--- config.mk ---
export PLATFORM = sky130hd
export DESIGN_NAME = sap_datapath
export DESIGN_NICKNAME = d
export VERILOG_FILES = /design/src/rtl/sap_datapath.sv
export SDC_FILE = /design/constraint.sdc
export NUM_CORES = 1
export LEC_CHECK = 0
export ABC_AREA = 1
export CAP_MARGIN = 20
export CORE_MARGIN = 3
export CORE_UTILIZATION = 30
export CTS_BUF_LIST = sky130_fd_sc_hd__clkbuf_4 sky130_fd_sc_hd__clkbuf_8
export DETAILED_ROUTE_END_ITERATION = 6
export MAX_ROUTING_LAYER = met4
export PLACE_DENSITY = 0.45
export SETUP_SLACK_MARGIN = 0.2
export SLEW_MARGIN = 20
export SYNTH_ARGS = -nofsm -noshare
export SYNTH_HDL_FRONTEND = slang
export SYNTH_SLANG_ARGS = --single-unit
--- constraint.sdc ---
create_clock -name clk -period 6.9 [get_ports clk]
set_input_delay 1.725 -clock clk [delete_from_list [all_inputs] [get_ports clk]]
set_output_delay 1.725 -clock clk [all_outputs]
set_load 0.005 [all_outputs]
--- src/rtl/sap_datapath.sv ---
// SAP-1 datapath: shared bus, PC/MAR/RAM/IR/A/B, adder/subtractor and flags.
// Consumes the controller's 12-bit control word and returns the IR opcode nibble.
// bus_conflict is an observation flag, so it keeps recording even while frozen.
module sap_datapath #(
   parameter int unsigned DATA_W = 8,
   parameter int unsigned ADDR_W = 4
) (
   input  logic              clk,
   input  logic              rst,
   input  logic [11:0]       ctrl,
   input  logic              prog_mode,
   input  logic              prog_we,
   input  logic [ADDR_W-1:0] prog_addr,
   input  logic [DATA_W-1:0] prog_data,
   output logic [3:0]        opcode,
   output logic [DATA_W-1:0] a_out,
   output logic [DATA_W-1:0] bus,
   output logic              carry,
   output logic              zero,
   output logic              halted,
   output logic              bus_conflict
);

   localparam int unsigned RAM_D = 1 << ADDR_W;
   localparam int unsigned SUM_W = DATA_W + 1;

   logic hlt, pc_inc, pc_en, mem_load, mem_en, ir_load;
   logic ir_en, a_load, a_en, b_load, adder_sub, adder_en;

   assign hlt       = ctrl[11];
   assign pc_inc    = ctrl[10];
   assign pc_en     = ctrl[9];
   assign mem_load  = ctrl[8];
   assign mem_en    = ctrl[7];
   assign ir_load   = ctrl[6];
   assign ir_en     = ctrl[5];
   assign a_load    = ctrl[4];
   assign a_en      = ctrl[3];
   assign b_load    = ctrl[2];
   assign adder_sub = ctrl[1];
   assign adder_en  = ctrl[0];

   logic [ADDR_W-1:0] pc;
   logic [ADDR_W-1:0] mar;
   logic [DATA_W-1:0] ir;
   logic [DATA_W-1:0] a_reg;
   logic [DATA_W-1:0] b_reg;
   logic [DATA_W-1:0] ram [RAM_D];

   logic [DATA_W-1:0] b_opnd;
   logic [SUM_W-1:0]  alu_sum;
   logic [2:0]        drv_cnt;
   logic              multi_drv;
   logic              upd_en;

   // Adder/subtractor: subtraction is A + ~B + 1, carry out means no borrow
   always_comb begin
      b_opnd  = adder_sub ? ~b_reg : b_reg;
      alu_sum = SUM_W'(a_reg) + SUM_W'(b_opnd) + SUM_W'(adder_sub);
   end

   // Count bus drivers to detect contention
   always_comb begin
      drv_cnt   = 3'(mem_en) + 3'(ir_en) + 3'(pc_en) + 3'(adder_en) + 3'(a_en);
      multi_drv = (drv_cnt > 3'd1);
   end

   // Bus mux with fixed priority MEM > IR > PC > ADDER > A, idle bus reads 0
   always_comb begin
      bus = '0;
      if (mem_en)        bus = ram[mar];
      else if (ir_en)    bus = DATA_W'(ir[ADDR_W-1:0]);
      else if (pc_en)    bus = DATA_W'(pc);
      else if (adder_en) bus = alu_sum[DATA_W-1:0];
      else if (a_en)     bus = a_reg;
   end

   assign upd_en = !halted && !prog_mode;
   assign opcode = ir[DATA_W-1:DATA_W-4];
   assign a_out  = a_reg;

   // Architectural register and flag updates, frozen when halted or programming
   always_ff @(posedge clk or posedge rst) begin
      if (rst) begin
         pc           <= '0;
         mar          <= '0;
         ir           <= '0;
         a_reg        <= '0;
         b_reg        <= '0;
         carry        <= 1'b0;
         zero         <= 1'b0;
         halted       <= 1'b0;
         bus_conflict <= 1'b0;
      end else begin
         if (multi_drv) bus_conflict <= 1'b1;
         if (upd_en) begin
            if (pc_inc)   pc    <= pc + ADDR_W'(1);
            if (mem_load) mar   <= bus[ADDR_W-1:0];
            if (ir_load)  ir    <= bus;
            if (a_load)   a_reg <= bus;
            if (b_load)   b_reg <= bus;
            if (adder_en) begin
               carry <= alu_sum[DATA_W];
               zero  <= (alu_sum[DATA_W-1:0] == '0);
            end
            if (hlt)      halted <= 1'b1;
         end
      end
   end

   // Program-port RAM write; RAM has no reset so contents survive rst
   always_ff @(posedge clk) begin
      if (prog_mode && prog_we) ram[prog_addr] <= prog_data;
   end

endmodule
==> results of run 1 <==
## worst min-delay path by stage
stage | start | end | slack (ns) | depth (start not counted)
2_1_floorplan | pc[3] | pc[3] | 0.44 | 1
3_3_place_gp | ir[2] | ir[2] | 0.46 | 2
3_5_place_dp | bus_conflict | bus_conflict | 0.46 | 1
4_1_cts | bus_conflict | bus_conflict | 0.48 | 1
6_report | pc[3] | pc[3] | 0.48 | 1
5_1_grt | pc[3] | pc[3] | 0.50 | 1
## placed cells by master, fill, tap and decap left out, types with 3 or more instances in the layout
cell / instances
edfxtp_1: 128
o211ai_1: 3
nand4_1: 3
inv_1: 44
clkdlybuf4s50_1: 51
ha_1: 11
o21ai_0: 43
xor2_1: 10
o21ai_1: 9
inv_8: 6
nor2_1: 130
clkbuf_8: 17
dfrtp_1: 35
inv_6: 3
nand3_1: 62
xnor2_1: 3
nand2_2: 6
clkinvlp_4: 3
buf_4: 6
nand2_1: 217
a21oi_1: 11
## cell usage after synthesis (all sizes together)
| cell type | number | share of area (%) |
|---|---|---|
| clkinv | 1 | 0.050 |
| inv | 46 | 2.3 |
| nor2 | 131 | 6.6 |
| xor2 | 10 | 1.2 |
| nand4 | 3 | 0.25 |
| a311oi | 1 | 0.20 |
| a21o | 1 | 0.10 |
| edfxtp | 128 | 51 |
| o211ai | 3 | 0.30 |
| ha | 11 | 1.8 |
| buf | 22 | 1.9 |
| clkbuf | 8 | 0.40 |
| xnor2 | 3 | 0.35 |
| a2111o | 1 | 0.15 |
| mux2 | 1 | 0.15 |
| dfrtp | 36 | 12 |
| nor3 | 2 | 0.13 |
| nand2 | 223 | 11 |
| and2 | 2 | 0.17 |
| nand3b | 2 | 0.20 |
| a21oi | 11 | 0.73 |
| o21ai | 52 | 3.5 |
| nand3 | 64 | 4.4 |
| or2 | 2 | 0.17 |
| fa | 2 | 0.53 |
## stage by stage
stage          cells  total power, mW  cell area [sq um]  util, %
3_5_place_dp    1117             2.65               8300     33.9
6_report        1149             3.33               8700     35.6
4_1_cts         1149             3.37               8700     35.6
3_3_place_gp    1117             2.66               8300     33.9
5_1_grt         1149             3.61               8700     35.6
2_1_floorplan    766             2.18               7510        -
## cell type report
cell class	instances	area, sq um
clock inverters	15	160
multi-input cells	525	2420
repair buffers	57	556
flip-flops and latches	164	4750
clock buffers	17	234
inverters	47	176
fillers	2468	15800
well taps	324	405
## power groups by stage
| stage | Combinational [mW] | Sequential [mW] | Clock, mW |
|---|---|---|---|
| 2_1_floorplan | 0.928 | 1.25 | 0 |
| 3_3_place_gp | 1.38 | 1.28 | 0 |
| 3_5_place_dp | 1.37 | 1.28 | 0 |
| 4_1_cts | 1.38 | 1.26 | 0.733 |
| 5_1_grt | 1.56 | 1.28 | 0.779 |
| 6_report | 1.35 | 1.26 | 0.716 |
## kinds of logic (layout without fill, tap and decap cells)
logic type / count (synthesis) / in the layout / synth area share [%]
flops: 164 / 164 / 63.2
xor+xnor: 13 / 13 / 1.52
simple gates: 429 / 429 / 23.2
compound gates: 69 / 69 / 4.95
fa+ha+maj: 13 / 13 / 2.37
mux: 1 / 1 / 0.150
buf+inv: 77 / 136 / 4.63
## per-layer routing
layer	routed length, um	global-route usage [%]	share of wire (%)	vias to the layer above
met5	0	-	0	-
met4	165	3.84	0.83	0
met3	661	3.08	3.3	13
met2	9660	25.9	49	74
met1	9330	19.8	47	2472
li1	-	-	-	2625
==> qor.yml, run 1 <==
ctsHoldBuffers: 0
finalHoldViolCount: 0
synth-seq-area-share_pct: 63.2
swShare_pct: 40.6
cp-endpoint: "bus[1]"
power.switching_mw: 1.35
rsz0062_at_grt: "false"
grt_pass1_wl_um: 30500
path_class: "in -> out"
crit_family: "buffers and inverters"
p_clk_share_pct: 21.5
critPathMaxFanout: 5
cts_buffers: 17
syn_nets: 807
finalWirelength_um: 19800
crit_chain: "clkdlybuf4s50_1 > xnor2_1 > fa_1 > or2_2 > a311oi_2 > and2_1 > clkdlybuf4s50_1"
vias_per_cell: 4.51
synthDistinctLibCells: 33
p_leak_nw: 3.51
hold_path.class: "reg -> reg"
routabilityCongestion: 0.886
antenna_found_initial: 0
clkTransAtPathRegs_ns: 0.10
core_sq_um: 24500
slew_viol_final: 0
p_per_area_nw_per_um2: 383
nets: 853
die_w_um: 164
reg2regPathDepth: 11
max_stage_delay_ns: 0.51
outcome: "finished clean"
arrival_ns: 4.39
cp_common_cell: "clkdlybuf4s50_1"
cap_violations: 0
clk_path_buf_depth: 2
largest_register_ffs: 128
setup_viol_count_final: 0
crit_cells: 7
cts_setup_buffers: 0
r2r-start: "mar[1]"
setup_slack_ns: 0.781
endpoint_kind: "output port"
crit_path_top_delay_cell: "clkdlybuf4s50_1"
cts_root_buf: "clkbuf_8"
p_int_mw: 1.98
rrSetupSlack_ns: 4.57
antenna_left: 0
dp_slack_ns: 0.784
avgSynthCellArea_sq_um: 9.81
first_pass_iters: 5
num_io_pins: 52
dpl.hpwl_um: 12700
clock.fmax_mhz: 163
clock_sinks: 164
combPwrFrac_pct: 40.7
seqPwrFrac_pct: 37.8
wire_per_inst_um: 17.2
num_rows: 57
startpoint: "ctrl[1]"
max_flop_register: "ram"
antenna_cells: 0
track_usage_pct: 15.6
htreeDepth: 4
dieArea_sq_um: 27000
clock_skew_ns: 0.0202
ys_warn_count: 0
tns_ns: 0
maxSlewHeadroom_pct: 37.2
synth_seq_cells: 164
io_buffers: 51
post-route-min-period_ns: 6.12
gr-total-overflow: 0
reg2reg_to: "mar[2]"
crit_path_start_kind: "input pin"
vdd.ir_drop.worst_mv: 0.140
cp.buffers_inverters: 2
clk-insertion-delay-late_ns: 0.47
initial_core_util_pct: 30.7
die-height_um: 164
hold_slack_ns: 0.480
worstPathRequired_ns: 5.18
grt_max_degree: 67
worst_pin_slew_ns: 0.938
num_vias: 5184
first_global_vias: 5199
area_growth_pct: 15.8
dr.first_iter.drc_count: 288
synthCells: 766
drive_above_1_share_pct: 6.55
cts_tree: "done"
synth_area_sq_um: 7510
ctsResizeCount: 0
period_share_pct: 88.7
drcViolationCount: 0
No activity file was read; power rests on OpenSTA's default activity.
==> run 2, diff against run 1 <==
--- a/config.mk
+++ b/config.mk
@@ -14,7 +14,7 @@
 export MAX_ROUTING_LAYER = met4
 export PLACE_DENSITY = 0.45
 export SETUP_SLACK_MARGIN = 0.2
-export SLEW_MARGIN = 20
+export SLEW_MARGIN = 5
 export SYNTH_ARGS = -nofsm -noshare
 export SYNTH_HDL_FRONTEND = slang
 export SYNTH_SLANG_ARGS = --single-unit
==> results of run 2 <==
The final DEF is identical to that of run 1; final timing and power are the same.
